File: config.mk
export PLATFORM = sky130hd
export DESIGN_NAME = mz_pulse_sequencer
export DESIGN_NICKNAME = d
export VERILOG_FILES = /design/src/rtl/mz_pkg.sv /design/src/rtl/edge_sync.sv /design/src/rtl/mz_pulse_sequencer.sv
export SDC_FILE = /design/constraint.sdc
export NUM_CORES = 1
export LEC_CHECK = 0
export BUFFER_PORTS_ARGS = -buffer_cell sky130_fd_sc_hd__clkbuf_2
export CORE_ASPECT_RATIO = 1.5
export CORE_UTILIZATION = 37
export CTS_BUF_LIST = sky130_fd_sc_hd__clkbuf_16
export DETAILED_ROUTE_END_ITERATION = 8
export PLACE_DENSITY = 0.57
export SLEW_MARGIN = 5
export SYNTH_ARGS = -nofsm -noshare
export SYNTH_HDL_FRONTEND = slang
export SYNTH_HIERARCHICAL = 1
export SYNTH_SLANG_ARGS = --single-unit
File: constraint.sdc
create_clock -name clk -period 7.8 [get_ports clk]
set_clock_uncertainty 0.1 [all_clocks]
set_input_delay 1.17 -clock clk [delete_from_list [all_inputs] [get_ports clk]]
set_output_delay 1.17 -clock clk [all_outputs]
set_load 0.02 [all_outputs]
File: src/rtl/mz_pkg.sv
// mz_pkg: shared definitions for the Mach-Zehnder pulse sequencer.
//   - state_t      : sequencer state encoding (also exported for debug)
//   - timing defaults in clk cycles (PI_2_CYC, WAIT_CYC, START_CYC)
//   - MZ_CNT_W     : default width of duration inputs and counter
//   - state_succ() : fixed order of the pulse train states
package mz_pkg;

    localparam int MZ_CNT_W  = 24;
    localparam int PI_2_CYC  = 333;
    localparam int WAIT_CYC  = 66666;
    localparam int START_CYC = 66666;

    typedef enum logic [2:0] {
        ST_IDLE = 3'd0,
        ST_DEAD = 3'd1,
        ST_P1   = 3'd2,
        ST_W1   = 3'd3,
        ST_P2   = 3'd4,
        ST_W2   = 3'd5,
        ST_P3   = 3'd6,
        ST_HOLD = 3'd7
    } state_t;

    // Successor in the train: DEAD, P1, W1, P2, W2, P3, HOLD, IDLE.
    function automatic state_t state_succ(input state_t s);
        case (s)
            ST_DEAD: return ST_P1;
            ST_P1:   return ST_W1;
            ST_W1:   return ST_P2;
            ST_P2:   return ST_W2;
            ST_W2:   return ST_P3;
            ST_P3:   return ST_HOLD;
            default: return ST_IDLE;
        endcase
    endfunction

endpackage

File: src/rtl/edge_sync.sv
// edge_sync: metastability synchronizer plus registered rising-edge detect
// for an asynchronous input pin.
// Ports:
//   i_clk   - sampling clock
//   i_rst   - asynchronous active-high reset
//   i_async - asynchronous input pin
//   o_rise  - one-cycle pulse, high in the cycle after edge k+SYNC_STAGES
//             when the pin was first sampled high at edge k
module edge_sync #(
    parameter int SYNC_STAGES = 2
) (
    input  logic i_clk,
    input  logic i_rst,
    input  logic i_async,
    output logic o_rise
);

    localparam int STAGES = (SYNC_STAGES < 2) ? 2 : SYNC_STAGES;

    logic [STAGES-1:0] r_sync;
    logic              r_sync_d;
    logic [STAGES:0]   r_fill;
    logic              r_rise;

    // r_fill marks when r_sync_d holds a genuine sample of the pin. Until
    // then the zeros left by reset would make a pin held high during reset
    // look like a rising edge.
    always_ff @(posedge i_clk or posedge i_rst) begin
        if (i_rst) begin
            r_sync   <= '0;
            r_sync_d <= 1'b0;
            r_fill   <= '0;
            r_rise   <= 1'b0;
        end else begin
            r_sync   <= {r_sync[STAGES-2:0], i_async};
            r_sync_d <= r_sync[STAGES-1];
            r_fill   <= {r_fill[STAGES-1:0], 1'b1};
            r_rise   <= r_sync[STAGES-1] & ~r_sync_d & r_fill[STAGES];
        end
    end

    assign o_rise = r_rise;

endmodule

File: src/rtl/mz_pulse_sequencer.sv
// mz_pulse_sequencer: per-trigger Mach-Zehnder pulse train generator.
// Train: dead, pi/2 pulse, interval, pi pulse (2*pi/2), interval, pi/2 pulse,
// then an optional holdoff during which new triggers are rejected.
// Ports:
//   clk, rst       - clock, asynchronous active-high reset
//   trig           - asynchronous trigger pin, rising edge starts a train
//   abort          - synchronous, returns to IDLE at the next edge
//   cfg_dead/pi2/interval - durations in cycles, latched on acceptance
//   rf             - registered RF gate, high during the three pulses
//   busy           - high in any state other than IDLE
//   done           - one-cycle pulse on normal completion
//   overrun        - one-cycle pulse when a trigger edge is rejected
//   o_dbg_state    - current FSM state
module mz_pulse_sequencer
    import mz_pkg::*;
#(
    parameter int CNT_W       = MZ_CNT_W,
    parameter int HOLDOFF     = WAIT_CYC,
    parameter int SYNC_STAGES = 2
) (
    input  logic             clk,
    input  logic             rst,
    input  logic             trig,
    input  logic             abort,
    input  logic [CNT_W-1:0] cfg_dead,
    input  logic [CNT_W-1:0] cfg_pi2,
    input  logic [CNT_W-1:0] cfg_interval,
    output logic             rf,
    output logic             busy,
    output logic             done,
    output logic             overrun,
    output state_t           o_dbg_state
);

    localparam logic [CNT_W:0] HOLD_LEN = (CNT_W+1)'(HOLDOFF);
    localparam logic [CNT_W:0] ONE      = (CNT_W+1)'(1);

    state_t           r_state;
    logic [CNT_W:0]   r_cnt;
    logic [CNT_W-1:0] r_dead;
    logic [CNT_W-1:0] r_pi2;
    logic [CNT_W-1:0] r_interval;
    logic             r_rf;
    logic             r_busy;
    logic             r_done;
    logic             r_overrun;

    logic             w_rise;
    logic             w_accept;
    logic [CNT_W-1:0] w_dead;
    logic [CNT_W-1:0] w_pi2;
    logic [CNT_W-1:0] w_interval;
    state_t           w_next_state;
    state_t           w_walk;
    logic [CNT_W:0]   w_next_cnt;
    logic             w_done_next;
    logic             w_overrun_next;

    edge_sync #(
        .SYNC_STAGES (SYNC_STAGES)
    ) u_trig_sync (
        .i_clk   (clk),
        .i_rst   (rst),
        .i_async (trig),
        .o_rise  (w_rise)
    );

    // Duration of a state; the pi pulse is one bit wider so 2*pi2 never wraps.
    function automatic logic [CNT_W:0] dur_of(input state_t s,
                                              input logic [CNT_W-1:0] d,
                                              input logic [CNT_W-1:0] p,
                                              input logic [CNT_W-1:0] iv);
        case (s)
            ST_DEAD:      return {1'b0, d};
            ST_P1, ST_P3: return {1'b0, p};
            ST_W1, ST_W2: return {1'b0, iv};
            ST_P2:        return {p, 1'b0};
            ST_HOLD:      return HOLD_LEN;
            default:      return '0;
        endcase
    endfunction

    // State register
    always_ff @(posedge clk or posedge rst) begin
        if (rst) begin
            r_state <= ST_IDLE;
        end else begin
            r_state <= w_next_state;
        end
    end

    // Next state, counter and pulse outputs
    always_comb begin
        w_next_state   = r_state;
        w_next_cnt     = r_cnt;
        w_done_next    = 1'b0;
        w_walk         = ST_IDLE;
        w_accept       = (r_state == ST_IDLE) && w_rise && !abort;
        w_overrun_next = w_rise && (r_state != ST_IDLE);
        // On acceptance the shadows are not loaded yet, so use the inputs.
        w_dead         = w_accept ? cfg_dead     : r_dead;
        w_pi2          = w_accept ? cfg_pi2      : r_pi2;
        w_interval     = w_accept ? cfg_interval : r_interval;

        if (abort) begin
            w_next_state = ST_IDLE;
            w_next_cnt   = '0;
        end else if (w_accept || (r_state != ST_IDLE && r_cnt == '0)) begin
            w_walk = w_accept ? ST_DEAD : state_succ(r_state);
            // Zero-length states are skipped within this same transition.
            for (int i = 0; i < 7; i++) begin
                if (w_walk != ST_IDLE &&
                    dur_of(w_walk, w_dead, w_pi2, w_interval) == '0) begin
                    w_walk = state_succ(w_walk);
                end
            end
            w_next_state = w_walk;
            w_next_cnt   = (w_walk == ST_IDLE) ? '0 :
                           dur_of(w_walk, w_dead, w_pi2, w_interval) - ONE;
            // Leaving the pulse part of the train (not the holdoff) is completion.
            w_done_next  = (r_state != ST_HOLD) &&
                           (w_walk == ST_HOLD || w_walk == ST_IDLE);
        end else if (r_state != ST_IDLE) begin
            w_next_cnt = r_cnt - ONE;
        end
    end

    // Counter, shadow config and registered outputs
    always_ff @(posedge clk or posedge rst) begin
        if (rst) begin
            r_cnt      <= '0;
            r_dead     <= '0;
            r_pi2      <= '0;
            r_interval <= '0;
            r_rf       <= 1'b0;
            r_busy     <= 1'b0;
            r_done     <= 1'b0;
            r_overrun  <= 1'b0;
        end else begin
            r_cnt <= w_next_cnt;
            if (w_accept) begin
                r_dead     <= cfg_dead;
                r_pi2      <= cfg_pi2;
                r_interval <= cfg_interval;
            end
            r_rf      <= (w_next_state == ST_P1) || (w_next_state == ST_P2) ||
                         (w_next_state == ST_P3);
            r_busy    <= (w_next_state != ST_IDLE);
            r_done    <= w_done_next;
            r_overrun <= w_overrun_next;
        end
    end

    assign rf          = r_rf;
    assign busy        = r_busy;
    assign done        = r_done;
    assign overrun     = r_overrun;
    assign o_dbg_state = r_state;

endmodule

==> results of run 1 <==
## layout make-up
cell class	count	area share [%]
Inverter	40	1.68
Sequential cell	111	30.6
Timing Repair Buffer	119	7.59
Tap cell	268	3.70
Clock inverter	7	0.524
Clock buffer	9	2.48
Multi-Input combinational cell	793	53.4
Antenna cell	1	0.0276
## sequential cells by signal, summed over array words and instances (netlist names)
signal	flops
u_trig_sync/r_fill	3
done	1
r_interval	24
u_trig_sync/o_rise	1
rf	1
u_trig_sync/r_sync_d	1
overrun	1
o_dbg_state	3
busy	1
r_pi2	24
r_dead	24
u_trig_sync/r_sync	2
r_cnt	25
## report_power, final
part | switching, uW | internal (uW)
Clock | 231 | 218
Combinational | 795 | 441
Sequential | 116 | 729
Total | 1140 | 1390
## placed cells by master, fill, tap and decap left out, types with 4 or more instances in the layout
cell type / count
a211o_1: 4
a211oi_1: 8
a21boi_0: 7
a21o_1: 10
a21oi_1: 49
a221o_1: 4
a221oi_1: 6
a222oi_1: 4
a22oi_1: 5
a311oi_1: 13
a31oi_1: 16
a32oi_1: 5
and2_1: 13
and3_1: 10
buf_4: 37
clkbuf_16: 9
clkbuf_2: 82
dfrtp_1: 111
ha_1: 6
inv_1: 39
mux2_2: 7
mux2i_1: 24
nand2_1: 201
nand2b_1: 11
nand3_1: 29
nand4_1: 11
nor2_1: 69
nor2b_1: 7
nor3_1: 26
nor4_1: 36
o211ai_1: 14
o21a_1: 9
o21ai_0: 54
o22ai_1: 4
o31a_1: 7
o31ai_1: 9
or2_1: 4
or2_2: 4
or3_1: 19
or4_1: 7
## layer usage
metal	vias to the layer above	wire length, microns
li1	3838	-
met1	3909	11700
met2	266	14900
met3	69	1280
met4	0	1400
met5	-	0
## worst register-to-register path, delay by kind of cell (launching register included)
kind                     cells  cell delay, ns
AO/OA/AOI/OAI               10            2.75
buffers and inverters        3            0.49
flip-flops                   1            0.42
AND/OR/NAND/NOR              8            2.29
adder cells (fa/ha/maj)      2            0.65
## per-stage QoR
stage                     utilization, %  instance area [sq um]  hold slack [ns]  total power, uW
after global routing                43.0                   9060            0.270             2710
after CTS                           43.0                   9060            0.259             2530
after global placement              41.7                   8790            0.234             2070
after detailed placement            41.7                   8790            0.242             2070
final                               43.0                   9070            0.255             2530
after floorplan                        -                   7950            0.231             1690
## logic make-up after synthesis
family	after synthesis	synth area share [%]
AOI/OAI and AO/OA	278	25.7
xor gates and xnor gates	3	0.331
adders and majority gates	6	0.944
buffers and inverters	88	4.47
DFF	111	34.9
muxes	32	4.15
other	1	0.0472
and+or+nand+nor	473	29.4
## worst max-delay path by stage
stage	from	endpoint	slack, ns	depth (start not counted)
after floorplan	abort	r_cnt[24]	1.09	24
after global placement	cfg_interval[17]	r_cnt[24]	0.61	21
after detailed placement	abort	r_cnt[24]	0.59	22
after CTS	abort	r_cnt[24]	0.95	22
after global routing	abort	r_cnt[24]	0.46	22
final	abort	r_cnt[24]	0.89	22
==> metrics.cfg, run 1 <==
[worst_setup_path]
crit_fanout = 14
cp_top_family = compound AO/OA/AOI/OAI gates
cp_slowest_cell = nor4_1
crit_type = in -> reg
crit_chain = clkbuf_2 -> nand4bb_4 -> buf_4 -> and2_1 -> and4b_1 -> nor4_1 -> or4_1 -> nor2_2 -> a211oi_4 -> a21oi_1 -> o31a_1 -> a31oi_1 -> o31ai_2 -> and2_1 -> a222oi_1 -> ha_1 -> o211ai_1 -> a311oi_4 -> inv_2 -> or2_1 -> a22o_1 -> a211o_1
cp_common_cell = and2_1
end_kind = flip-flop
reg2regPathDepth = 23
required_ns = 7.96
rrSetupSlack_ns = 0.99
cp-start-kind = input pin
rr_startpoint = o_dbg_state[1]
r2r_end = r_cnt[24]
critPathMaxStageDelay_ns = 0.58
critPathBufInv = 3
arrival_ns = 7.07

[clock_tree]
cts_resized = 0
hold_buffers = 0
clk_latency_ns = 0.38
cts-buffers-inserted = 9
cts_setup_buffers = 0
cts_buffer_depth = 2
htree_levels = 3
clockRootBuffer = clkbuf_16
clock-sinks = 111
cts_tree = yes
path_clk_slew_ns = 0.07

[sta]
grt_setup_unrepaired = no
min_period_ns = 6.91
setup_viol = 0
timing.setup.tns_ns = 0
fin_ws_ns = 0.888
post-route-period-util_pct = 88.6
maxSlewViolCount = 0
max-slew-margin-rel_pct = 42.2
fmax_ghz = 0.145
hold_viol_final = 0
worst_pin_slew_ns = 0.860

[detailed_routing]
drt_pass1_iterations = 6
ant_nets = 0
wl_per_cell_microns = 21.7
viasPerCell = 6.00
num_vias = 8082
totalWireLength_microns = 29300
drt_iter0_drc = 671
drcViolationCount = 0

[final_layout]
register_area_sq_um = 2780
layout-drive-gt1-share_pct = 16.7
num-fill-cells = 2205
multi_input_area_sq_um = 4840
nets = 1156
synthToLayoutAreaGrowth_pct = 14.0
fin_cells = 1348

[grt]
grt_pass1_vias = 8101
grt_usage_pct = 27.6
grt_antenna_before_repair = 1
grt_max_degree = 57
overflow = 0
grtUsageMet2_pct = 48.5
grt_pass1_wl_microns = 45900
use_met3_pct = 3.23
top_usage_layer = met2
globalRouteMet1Util_pct = 32.7

[placement]
placed_cells = 1331
io_buffers = 82
hpwl_microns = 23300
pre_cts_ws_ns = 0.591
place_congestion = 0.953

[power_and_ir_drop]
peakVddDrop_mv = 0.141
leakagePower_uw = 0.00423
cellPowerDensity_nw_per_um2 = 279

[synthesis]
yosysMostFrequentCell = nand2_1
avgSynthCellArea_sq_um = 8.01
synthFlopType = dfrtp_1
synth_area_sq_um = 7950
seq_area_frac_synth_pct = 34.9
yosysTopAreaCellShare_pct = 34.9
ys_seq_elements = 111
yosys-top-cells-area = dfrtp_1 (35%), nand2_1 (9.5%), o21ai_0 (3.5%)
synth_cell_types = 97
syn-instance-count = 992
syn_nets = 1074
synth_edf_count = 0
yosys.area.top_type = dfrtp_1
yosysWarningCount = 6
async_reset_ff_share_pct = 100
ys_top_cells_by_count = nand2_1 (201), dfrtp_1 (111), nor2_1 (69)

[worst_hold_path]
hold_depth = 0
hp-start = u_trig_sync/r_fill[0]
min_path_type = reg -> reg
min_to = u_trig_sync/r_fill[1]

[floorplan]
die_area_sq_um = 22100
initial_core_util_pct = 37.7
io_pins = 83
die_x_microns = 122
core_area_sq_um = 21100
num_rows = 65
die_y_microns = 182

[flow_run]
max_cap_violations = 0

[outcome]
status = finished clean

(Power assumes the default switching activity.)
==> inputs of run 2 (changes only) <==
Settings changed: ABC_AREA set to 1.
==> run 2 against run 1 <==
  * Register-to-register slack got worse by 0.21 ns
  * Utilization fell by 1.0 points
  * Via count rose by 3.8%
  * Total power rose by 43%
  * Sequential share of layout area fell by 0.30 points
  * Synthesized cell count rose by 29%
  * Largest cell class unchanged
  * Clock-buffer cell count did not move
  * Routed wire length fell by 9.4%
  * Combinational power rose by 86%
==> metrics.cfg, run 2 <==
[outcome]
status = finished clean

[worst_setup_path]
critPathBufInv = 7
cp-start-kind = flip-flop
end_kind = flip-flop
arrival_ns = 7.19
cp_slowest_cell = dfrtp_1
critPathMaxStageDelay_ns = 0.45
required_ns = 7.97
rrSetupSlack_ns = 0.78
crit_fanout = 33
cp_top_family = simple AND/OR/NAND/NOR gates
cp_common_cell = nand2_1
crit_type = reg -> reg

[grt]
globalRouteMet1Util_pct = 27.2
overflow = 0
grt_usage_pct = 23.9
grtUsageMet2_pct = 42.5
grt_antenna_before_repair = 0
grt_pass1_vias = 7831
grt_max_degree = 74
top_usage_layer = met2
use_met3_pct = 2.99
grt_pass1_wl_microns = 41200

[clock_tree]
clk_latency_ns = 0.37
cts_resized = 0
hold_buffers = 0
cts_tree = yes
cts_buffer_depth = 2
cts-buffers-inserted = 9
htree_levels = 3
path_clk_slew_ns = 0.08
clockRootBuffer = clkbuf_16
cts_setup_buffers = 0
clock-sinks = 111

[synthesis]
yosysTopAreaCellShare_pct = 33.6
syn-instance-count = 1284
yosysMostFrequentCell = nand2_1
yosysWarningCount = 6
synth_area_sq_um = 8260
yosys.area.top_type = dfrtp_1
ys_seq_elements = 111
seq_area_frac_synth_pct = 33.6
ys_top_cells_by_count = nand2_1 (402), inv_1 (177), nor2_1 (134)
async_reset_ff_share_pct = 100
avgSynthCellArea_sq_um = 6.44
synthFlopType = dfrtp_1
synth_cell_types = 41
syn_nets = 1366
synth_edf_count = 0
yosys-top-cells-area = dfrtp_1 (34%), nand2_1 (18%), inv_1 (8.0%)

[floorplan]
io_pins = 83
die_area_sq_um = 22900
num_rows = 66
initial_core_util_pct = 37.9
die_y_microns = 185
core_area_sq_um = 21800
die_x_microns = 124

[detailed_routing]
ant_nets = 0
totalWireLength_microns = 26600
drcViolationCount = 0
drt_iter0_drc = 414
drt_pass1_iterations = 6
wl_per_cell_microns = 16.4
viasPerCell = 5.18
num_vias = 8393

[final_layout]
final_util_pct = 42.0
synthToLayoutAreaGrowth_pct = 10.9
diodes = 0
finish.instance_area_sq_um = 9160
largest_reg_flops = 25
final_common_cell = nand2_1
num-fill-cells = 2356
layout-drive-gt1-share_pct = 13.1
top_register = r_cnt
layout_common_cells = nand2_1 (402), inv_1 (178), nor2_1 (134)
nets = 1425

[sta]
timing.setup.tns_ns = 0
post-route-period-util_pct = 90.0
maxSlewViolCount = 0
min_period_ns = 7.02
grt_setup_unrepaired = no
fmax_ghz = 0.142
max-slew-margin-rel_pct = 50.0
worst_pin_slew_ns = 0.749
setup_viol = 0
hold_viol_final = 0

[worst_hold_path]
min_path_type = reg -> reg

[power_and_ir_drop]
peakVddDrop_mv = 0.176
leakagePower_uw = 0.00493
cellPowerDensity_nw_per_um2 = 395

[placement]
hpwl_microns = 20700
io_buffers = 82
place_area_sq_um = 8870
place_congestion = 0.950

[flow_run]
max_cap_violations = 0

## run 2: cell count changes after synthesis, sizes merged, moves of 17 or more
cell   before  now
a31oi      17    0
inv        40  185
mux2i      24    0
nand2     201  423
nand3      30   84
nand4      11   91
nor2       71  155
nor4       39    3
or3        19    0
## run 2: per-stage QoR
step	hold slack, ns	setup WS, ns	std cells	power [uW]
floorplan	0.231	2.15	1284	2580
finish	0.250	0.782	1620	3620
detailed placement	0.237	0.539	1604	3120
CTS	0.253	0.803	1620	3610
global placement	0.234	0.611	1604	3110
global route	0.266	0.106	1620	3940
## run 2: path summary, 6_finish.rpt
kind,start,cells after the start,endpoint
min,u_trig_sync/r_fill[0],0,u_trig_sync/r_fill[1]
max in group asynchronous,rst,3,r_interval[11]
min reg2reg,u_trig_sync/r_fill[0],0,u_trig_sync/r_fill[1]
max reg2reg,o_dbg_state[0],45,r_cnt[20]
min in group asynchronous,rst,2,u_trig_sync/r_sync_d
max,o_dbg_state[0],45,r_cnt[20]
## run 2: layout make-up
type	instances	area, sq um	share of cell area, %
repair buffers	96	541	5.90
clock buffers	9	225	2.46
clock inverters	7	65.1	0.710
multi-input cells	936	4500	49.1
flip-flops and latches	111	2780	30.3
well taps	272	340	3.71
inverters	189	712	7.77
## run 2: cell families after synthesis
family / after synthesis / share of synthesized area (%)
AOI/OAI and AO/OA: 130 / 8.92
buffers and inverters: 237 / 12.1
xor gates and xnor gates: 15 / 1.59
other: 1 / 0.0454
adders and majority gates: 6 / 0.908
and+or+nand+nor: 784 / 42.8
DFF: 111 / 33.6
## run 2: report_power, final
| part | internal (uW) | switching (uW) | total (uW) |
|---|---|---|---|
| sequential | 752 | 92.8 | 844 |
| combinational | 666 | 1640 | 2310 |
| clock | 247 | 221 | 468 |
| total | 1660 | 1950 | 3620 |
## run 2: layer usage
layer,vias up,routed length [microns]
met4,0,1290
met5,-,0
met2,229,13500
met1,3850,10800
met3,76,955
li1,4238,-
==> inputs of run 3 (changes only) <==
Settings changed: CORE_MARGIN set to 2.
==> run 3 against run 2 <==
  * Sequential power about the same
  * Clock-buffer cell count unchanged
  * Combinational power about the same
  * Largest cell class unchanged
==> metrics.cfg, run 3 (same netlist as run 2, synthesis figures left out) <==
[final_layout]
top_register = r_cnt
final_common_cell = nand2_1
synthToLayoutAreaGrowth_pct = 11.0
diodes = 0
largest_reg_flops = 25
layout_common_cells = nand2_1 (402), inv_1 (177), nor2_1 (131)
register_area_sq_um = 2780
num-fill-cells = 2372
layout-drive-gt1-share_pct = 13.6
nets = 1428
multi_input_area_sq_um = 4510

[worst_setup_path]
cp-start-kind = input pin
cp_top_family = simple AND/OR/NAND/NOR gates
crit_fanout = 72
rrSetupSlack_ns = 0.94
crit_type = in -> reg
required_ns = 7.96
arrival_ns = 7.27
end_kind = flip-flop
cp_common_cell = nand2_1
cp_slowest_cell = nor2_2
critPathMaxStageDelay_ns = 0.28
critPathBufInv = 10

[detailed_routing]
drt_pass1_iterations = 6
ant_nets = 0
drcViolationCount = 0
wl_per_cell_microns = 16.6
drt_iter0_drc = 612
num_vias = 8378
viasPerCell = 5.15
totalWireLength_microns = 27000

[floorplan]
initial_core_util_pct = 37.3
num_rows = 67
die_area_sq_um = 23600
core_area_sq_um = 22100
die_y_microns = 187
io_pins = 83
die_x_microns = 126

[clock_tree]
htree_levels = 3
clock-sinks = 111
clk_latency_ns = 0.37
cts_buffer_depth = 2
clockRootBuffer = clkbuf_16
cts-buffers-inserted = 9
cts_tree = yes
path_clk_slew_ns = 0.08
hold_buffers = 0

[sta]
max-slew-margin-rel_pct = 45.4
grt_setup_unrepaired = no
fmax_ghz = 0.141
min_period_ns = 7.11
worst_pin_slew_ns = 0.819
hold_viol_final = 0
fin_ws_ns = 0.690
maxSlewViolCount = 0
setup_viol = 0
timing.setup.tns_ns = 0
post-route-period-util_pct = 91.2

[placement]
io_buffers = 82
hpwl_microns = 21100
pre_cts_ws_ns = 0.172
place_congestion = 0.987

[worst_hold_path]
min_path_type = reg -> reg

[power_and_ir_drop]
netSwitchingFraction_pct = 54.3
clockPowerShare_pct = 12.5
p_int_uw = 1640
leakagePower_uw = 0.00494
p_seq_share_pct = 23.4
p_switching_uw = 1950
peakVddDrop_mv = 0.177
combPwrFrac_pct = 64.1
cellPowerDensity_nw_per_um2 = 392

[flow_run]
max_cap_violations = 0

[grt]
grt_usage_pct = 23.0
grt_max_degree = 73
grt_antenna_before_repair = 0
grt_pass1_vias = 8036
grt_pass1_wl_microns = 42700
overflow = 0

[outcome]
status = finished clean

[run 3: cell count changes in the layout (fill, tap and decap cells not counted), moves of 2 or more]
| cell | before | now |
|---|---|---|
| buf_4 | 12 | 16 |
| nor2_1 | 134 | 131 |
| clkinv_4 | 0 | 2 |
| clkinvlp_4 | 2 | 0 |
| nor2_2 | 13 | 15 |
[run 3: timing repair]
item,in CTS,in global routing
setup endpoints to repair,0,12
setup buffers,0,0
gates resized for setup,0,6
[run 3: worst paths after layout]
path,startpoint,end,cells after the start
worst min register to register,u_trig_sync/r_fill[0],u_trig_sync/r_fill[1],0
max in group asynchronous,rst,r_dead[6],3
worst min-delay path,u_trig_sync/r_fill[0],u_trig_sync/r_fill[1],0
min in group asynchronous,rst,u_trig_sync/r_sync[1],2
worst max-delay path,abort,r_cnt[20],47
worst max register to register,o_dbg_state[1],r_cnt[20],49
[run 3: area by class of cell]
class	instances	area share, %
Sequential cell	111	30.3
Multi-Input combinational cell	936	49.2
Tap cell	276	3.76
Timing Repair Buffer	99	6.00
Clock inverter	7	0.545
Inverter	189	7.79
Clock buffer	9	2.45
[run 3: through the flow]
| step | cell area, sq um | hold slack [ns] | util [%] | instances | power [uW] |
|---|---|---|---|---|---|
| floorplan | 8260 | 0.231 | - | 1284 | 2580 |
| global route | 9180 | 0.274 | 41.5 | 1627 | 3940 |
| CTS | 9160 | 0.262 | 41.4 | 1627 | 3590 |
| finish | 9180 | 0.259 | 41.5 | 1627 | 3590 |
| detailed placement | 8890 | 0.242 | 40.2 | 1611 | 3120 |
| global placement | 8890 | 0.234 | 40.2 | 1611 | 3110 |
[run 3: power by group through the flow]
| stage | Sequential, uW | Clock [uW] | Combinational [uW] |
|---|---|---|---|
| finish | 841 | 450 | 2300 |
| global route | 864 | 491 | 2580 |
| CTS | 841 | 467 | 2280 |
| detailed placement | 852 | 0 | 2270 |
| global placement | 849 | 0 | 2260 |
| floorplan | 836 | 0 | 1740 |
[run 3: metal layers]
metal	track usage, %	wire (microns)	vias to the layer above
met5	0	0	-
met4	9.34	1040	0
met3	2.55	983	56
met2	42.4	14300	221
met1	26.8	10600	3859
li1	-	-	4242
